`src/rtl/pipe_ctrl_pkg.sv`:
```
// Shared constants and types for the pipeline stall/flush controller.
package pipe_ctrl_pkg;

    // Data path width and common word constants.
    localparam int unsigned RegBusW  = 32;
    localparam logic [RegBusW-1:0] ZeroWord = '0;

    // Per-bit hold encoding on the stall vector.
    localparam logic Stop   = 1'b1;
    localparam logic NoStop = 1'b0;

    // Nested hold masks; bit0 PC, 1 IF, 2 ID, 3 EX, 4 MEM, 5 WB.
    localparam logic [5:0] STALL_MASK_IF  = 6'b000011;
    localparam logic [5:0] STALL_MASK_ID  = 6'b000111;
    localparam logic [5:0] STALL_MASK_EX  = 6'b001111;
    localparam logic [5:0] STALL_MASK_MEM = 6'b011111;

    // Multi-cycle sequencer states.
    typedef enum logic [1:0] {
        MC_IDLE = 2'b00,
        MC_BUSY = 2'b01,
        MC_DONE = 2'b10
    } mc_state_e;

    // OR of the masks of every active requester.
    function automatic logic [5:0] stall_mask(input logic req_if, input logic req_id,
                                              input logic req_ex, input logic req_mem);
        logic [5:0] m;
        m = '0;
        if (req_if)  m = m | STALL_MASK_IF;
        if (req_id)  m = m | STALL_MASK_ID;
        if (req_ex)  m = m | STALL_MASK_EX;
        if (req_mem) m = m | STALL_MASK_MEM;
        return m;
    endfunction

endpackage

```
`src/rtl/pipe_ctrl_mc_seq.sv`:
```
// Sequencer for EX multi-cycle operations: holds EX for a programmed number of
// cycles, then signals completion, lingering in DONE while MEM is stalled.
module pipe_ctrl_mc_seq
    import pipe_ctrl_pkg::*;
#(
    parameter int unsigned MC_LEN_W = 6
) (
    input  logic                clk,
    input  logic                rst,
    input  logic                mc_req,
    input  logic [MC_LEN_W-1:0] mc_len,
    input  logic                flush_i,
    input  logic                hold_ex,
    output logic                ex_req,
    output logic                mc_busy,
    output logic                mc_done
);

    mc_state_e           state_q, state_d;
    logic [MC_LEN_W-1:0] cnt_q, cnt_d;

    // State and counter registers with synchronous reset.
    always_ff @(posedge clk) begin
        if (rst) begin
            state_q <= MC_IDLE;
            cnt_q   <= '0;
        end else begin
            state_q <= state_d;
            cnt_q   <= cnt_d;
        end
    end

    // Next-state, counter update and EX request/status outputs.
    always_comb begin
        state_d = state_q;
        cnt_d   = cnt_q;
        ex_req  = 1'b0;
        mc_done = 1'b0;
        mc_busy = (state_q != MC_IDLE);
        unique case (state_q)
            MC_IDLE: begin
                ex_req = mc_req;
                if (mc_req) begin
                    state_d = MC_BUSY;
                    cnt_d   = mc_len;
                end
            end
            MC_BUSY: begin
                ex_req = 1'b1;
                // A zero length behaves like one busy cycle.
                if (cnt_q <= MC_LEN_W'(1)) begin
                    state_d = MC_DONE;
                end else begin
                    cnt_d = cnt_q - MC_LEN_W'(1);
                end
            end
            MC_DONE: begin
                mc_done = 1'b1;
                if (!hold_ex) begin
                    state_d = MC_IDLE;
                end
            end
            default: begin
                state_d = MC_IDLE;
            end
        endcase
        // Flush aborts any operation and discards a same-cycle request.
        if (flush_i) begin
            state_d = MC_IDLE;
            cnt_d   = '0;
        end
    end

endmodule

```
`src/rtl/pipe_ctrl.sv`:
```
// Pipeline stall/flush controller: ORs the per-stage stall masks, runs the EX
// multi-cycle sequencer and gives MEM flushes priority over every stall.
// Optional stall-cycle performance counter enabled by PIPE_CTRL_PERF_EN.
module pipe_ctrl
    import pipe_ctrl_pkg::*;
#(
    parameter int unsigned MC_LEN_W = 6
) (
    input  logic                clk,
    input  logic                rst,
    input  logic                stallreq_if,
    input  logic                stallreq_id,
    input  logic                stallreq_mem,
    input  logic                mc_req,
    input  logic [MC_LEN_W-1:0] mc_len,
    input  logic                flush_i,
    input  logic [31:0]         new_pc_i,
    output logic [5:0]          stall,
    output logic                flush_o,
    output logic [31:0]         new_pc_o,
    output logic                mc_busy,
    output logic                mc_done
`ifdef PIPE_CTRL_PERF_EN
    ,
    input  logic                perf_clr,
    output logic [31:0]         stall_cycles
`endif
);

    logic ex_req;
    logic seq_busy;
    logic seq_done;

    // MEM is the only requester whose mask covers EX, so it alone can hold DONE.
    pipe_ctrl_mc_seq #(
        .MC_LEN_W (MC_LEN_W)
    ) u_mc_seq (
        .clk     (clk),
        .rst     (rst),
        .mc_req  (mc_req),
        .mc_len  (mc_len),
        .flush_i (flush_i),
        .hold_ex (stallreq_mem),
        .ex_req  (ex_req),
        .mc_busy (seq_busy),
        .mc_done (seq_done)
    );

    // Output composition: reset forces zeros, flush overrides all stalls.
    always_comb begin
        stall    = '0;
        flush_o  = 1'b0;
        new_pc_o = ZeroWord;
        mc_busy  = 1'b0;
        mc_done  = 1'b0;
        if (!rst) begin
            mc_busy = seq_busy;
            if (flush_i) begin
                flush_o  = 1'b1;
                new_pc_o = new_pc_i;
            end else begin
                stall   = stall_mask(stallreq_if, stallreq_id, ex_req, stallreq_mem);
                mc_done = seq_done;
            end
        end
    end

`ifdef PIPE_CTRL_PERF_EN
    logic [31:0] stall_cycles_q;

    // Saturating count of cycles with the PC held and no flush; clear wins.
    always_ff @(posedge clk) begin
        if (rst || perf_clr) begin
            stall_cycles_q <= '0;
        end else if (stall[0] == Stop && !flush_o && stall_cycles_q != 32'hFFFF_FFFF) begin
            stall_cycles_q <= stall_cycles_q + 32'd1;
        end
    end

    assign stall_cycles = stall_cycles_q;
`endif

endmodule

```
`config.mk`:
```
export PLATFORM = sky130hd
export DESIGN_NAME = pipe_ctrl
export DESIGN_NICKNAME = d
export VERILOG_FILES = /design/src/rtl/pipe_ctrl_pkg.sv /design/src/rtl/pipe_ctrl_mc_seq.sv /design/src/rtl/pipe_ctrl.sv
export SDC_FILE = /design/constraint.sdc
export NUM_CORES = 1
export LEC_CHECK = 0
export BUFFER_PORTS_ARGS = -buffer_cell sky130_fd_sc_hd__buf_2
export CAP_MARGIN = 10
export CORE_MARGIN = 2
export CORE_UTILIZATION = 34
export CTS_BUF_LIST = sky130_fd_sc_hd__clkbuf_16
export CTS_CLUSTER_DIAMETER = 50
export CTS_CLUSTER_SIZE = 10
export DETAILED_ROUTE_END_ITERATION = 8
export GPL_ROUTABILITY_DRIVEN = 0
export PLACE_DENSITY = 0.8
export SLEW_MARGIN = 20
export SYNTH_ARGS = -nofsm -noshare
export SYNTH_HDL_FRONTEND = slang
export SYNTH_SLANG_ARGS = --single-unit
```
`constraint.sdc`:
```
create_clock -name clk -period 1.9 [get_ports clk]
set_input_delay 0.285 -clock clk [delete_from_list [all_inputs] [get_ports clk]]
set_output_delay 0.285 -clock clk [all_outputs]
set_load 0.02 [all_outputs]
```
==> results.tsv <==
stage	metric	value	unit
outcome	status	completed	
synthesis	ys_types	34	
clock_tree	cts-resized-gates	0	
place	io_buffers	84	
sta	fin_crit	1674	ps
clock_tree	insertion_delay	240	ps
clock_tree	cts_setup_buffers	0	
route	firstDrtPassIters	4	
power	p_comb_frac	0.301	
setup_path	startpoint	u_mc_seq.cnt_q[0]	
sta	grt_setup_unrepaired	false	
synthesis	ys_seq_area_frac	0.2068	
floorplanning	dieArea	0.002675	mm^2
finish	drive_gt1_frac	0.4819	
clock_tree	cts.reportedPaths.clkPinSlew	40	ps
finish	multi_input_area	560.5	um^2
setup_path	cp-end-kind	flop	
power	power_leakage	0.7200	nW
clock_tree	clockBufferDepth	2	
sta	finalCritPeriodShare	0.8809	
route	vias	1014	
finish	nets	242	
sta	fmax	597.4	MHz
power	switchingPower	0.0002311	W
floorplanning	design.core.area	0.002191	mm^2
synthesis	yosysWarnings	0	
finish	antenna-diode-count	0	
grt	track_usage	0.1946	
sta	hold_viol_final	0	
setup_path	crit_arrival	1840	ps
sta	finalSetupTns	0	ps
setup_path	cp_data_required_time	2060	ps
power	p_seq_frac	0.239	
finish	fill_cells	214	
grt	grt_start_max_net_pins	34	
setup_path	start_kind	flop	
grt	antenna_found_initial	0	
floorplanning	io_pins	86	
route	drc	0	
floorplanning	die_h	51.73	um
floorplanning	die_width	51.73	um
sta	setup_viol	0	
route	wl_per_cell	12.06	um
setup_path	crit_fanout	10	
synthesis	synthCells	111	
hold_path	min_path_type	input port to flop	
setup_path	r2r_start	u_mc_seq.cnt_q[0]	
synthesis	ys_ff_latch	8	
power	vdd_ir_drop_max	0.5013	mV
synthesis	synthTopCellsByArea	and2_1, dfxtp_1, nor2_1	
clock_tree	hold_buffers	0	
sta	skew	3.736	ps
route	avgViaCountPerCell	4.588	
power	switching_share	0.2944	
hold_path	min_from	mc_len[4]	
synthesis	netlist_area	774.5	um^2
route	antenna_left	0	
run	maxCapViolations	0	
finish	seq_area	160.2	um^2
place	hpwl	2180	um
finish	area_growth	65.91	%
sta	fin_hold_ws	342.3	ps
clock_tree	htree_levels	1	
power	power.share.clock	0.460	
clock_tree	clock_sinks	8	
sta	finalMaxSlewViolations	0	
clock_tree	cts_tree	done	
power	power_density	611.0	mW/mm^2
floorplanning	start_util	0.3535	
synthesis	post-synth-top-area-fraction	0.2666	
finish	mostFrequentLayoutCell	buf_2	
grt	grt_pass1_wl	3857	um
clock_tree	cts_root_buf	clkbuf_16	
setup_path	critPathKind	flop to flop	
grt	overflow	0	
synthesis	synth_top_cell_by_area	and2_1	
route	drt_iter0_drc	12	
power	internal_power	0.0005539	W
clock_tree	cts_buffers	3	
finish	final_cell_mix	buf_2, and2_1, nor2_1	
route	postRouteWirelength	2665	um
synthesis	syn_avg_cell_area	6.977	um^2
floorplanning	std_cell_rows	17	
grt	grt_pass1_vias	885	
synthesis	syn-num-nets	158	
[cell families after synthesis]
| kind of cell | Yosys count | synth area share |
|---|---|---|
| other | 1 | 0.004842 |
| DFF | 8 | 0.2068 |
| buffers and inverters | 12 | 0.06945 |
| adders and majority gates | 2 | 0.03231 |
| AOI/OAI and AO/OA | 23 | 0.2116 |
| and+or+nand+nor | 65 | 0.4750 |
[final timing paths]
check | to | slack, ps | cells after the start
worst max-delay path | u_mc_seq.cnt_q[1] | 230 | 6
worst min-delay path | u_mc_seq.cnt_q[4] | 340 | 3
worst max register to register | u_mc_seq.cnt_q[1] | 230 | 6
worst min register to register | u_mc_seq.cnt_q[1] | 500 | 2
[metal layers]
metal,vias up,global-route usage,wire length [um]
li1,536,-,-
met5,-,0,0
met3,5,0.06897,238
met1,428,0.2056,1042
met2,45,0.3611,1349
met4,0,0.05263,35
[worst max-delay path, stage by stage (launching register included)]
cell     delay, ps
dfxtp_1        410
inv_1           70
ha_1           240
o21ai_0        360
o21ai_4        150
a211o_1        240
a21oi_1        130
[cell usage after synthesis]
master and instances:
and2_1 33, nor2_1 14, dfxtp_1 8, a21oi_1 5, inv_1 5, clkbuf_1 4
o21ai_0 4, nand2_1 3, nor3_1 3, a31oi_1 2, buf_4 2, ha_1 2
nand3_1 2, nor2b_1 2, nor4_1 2, o211ai_1 2, a211o_1 1, a22oi_1 1
a2bb2oi_1 1, a32oi_1 1, and3_1 1, buf_2 1, conb_1 1, nand2b_1 1
nor3b_1 1, nor4bb_1 1, o21a_1 1, o21ai_1 1, o21ai_4 1, o21ba_2 1
o221a_1 1, o31ai_1 1, or2_2 1, or4_4 1
[state kept, by name, summed over array words and instances (netlist names)]
signal and count:
u_mc_seq.cnt_q 6, u_mc_seq.state_q 2
[power groups by stage]
stage          clock, W  sequential (W)  combinational (W)
2_1_floorplan         0        0.000187           0.000148
3_5_place_dp          0        0.000189           0.000237
4_1_cts        0.000362        0.000187           0.000238
5_1_grt        0.000369        0.000188           0.000260
6_report       0.000361        0.000187           0.000237
3_3_place_gp          0        0.000189           0.000235
[layout make-up]
| type | instances | share of cell area |
|---|---|---|
| clock buffer | 3 | 0.05842 |
| inverter | 5 | 0.01461 |
| multi-input combinational | 91 | 0.4362 |
| sequential | 8 | 0.1246 |
| tap | 28 | 0.02726 |
| timing repair buffer | 86 | 0.3389 |
[metrics by stage]
| stage | utilization | cell area (um^2) | power, W | worst slack (ps) | instances |
|---|---|---|---|---|---|
| 2_1_floorplan | - | 774.5 | 0.0003349 | 249.1 | 111 |
| 3_3_place_gp | 0.5523 | 1210 | 0.0004242 | 287.9 | 218 |
| 3_5_place_dp | 0.5523 | 1210 | 0.0004262 | 254.8 | 218 |
| 4_1_cts | 0.5865 | 1285 | 0.0007869 | 230.5 | 221 |
| 5_1_grt | 0.5865 | 1285 | 0.0008174 | 80.70 | 221 |
| 6_report | 0.5865 | 1285 | 0.0007851 | 226.2 | 221 |
Power figures use the tool's default switching activity.
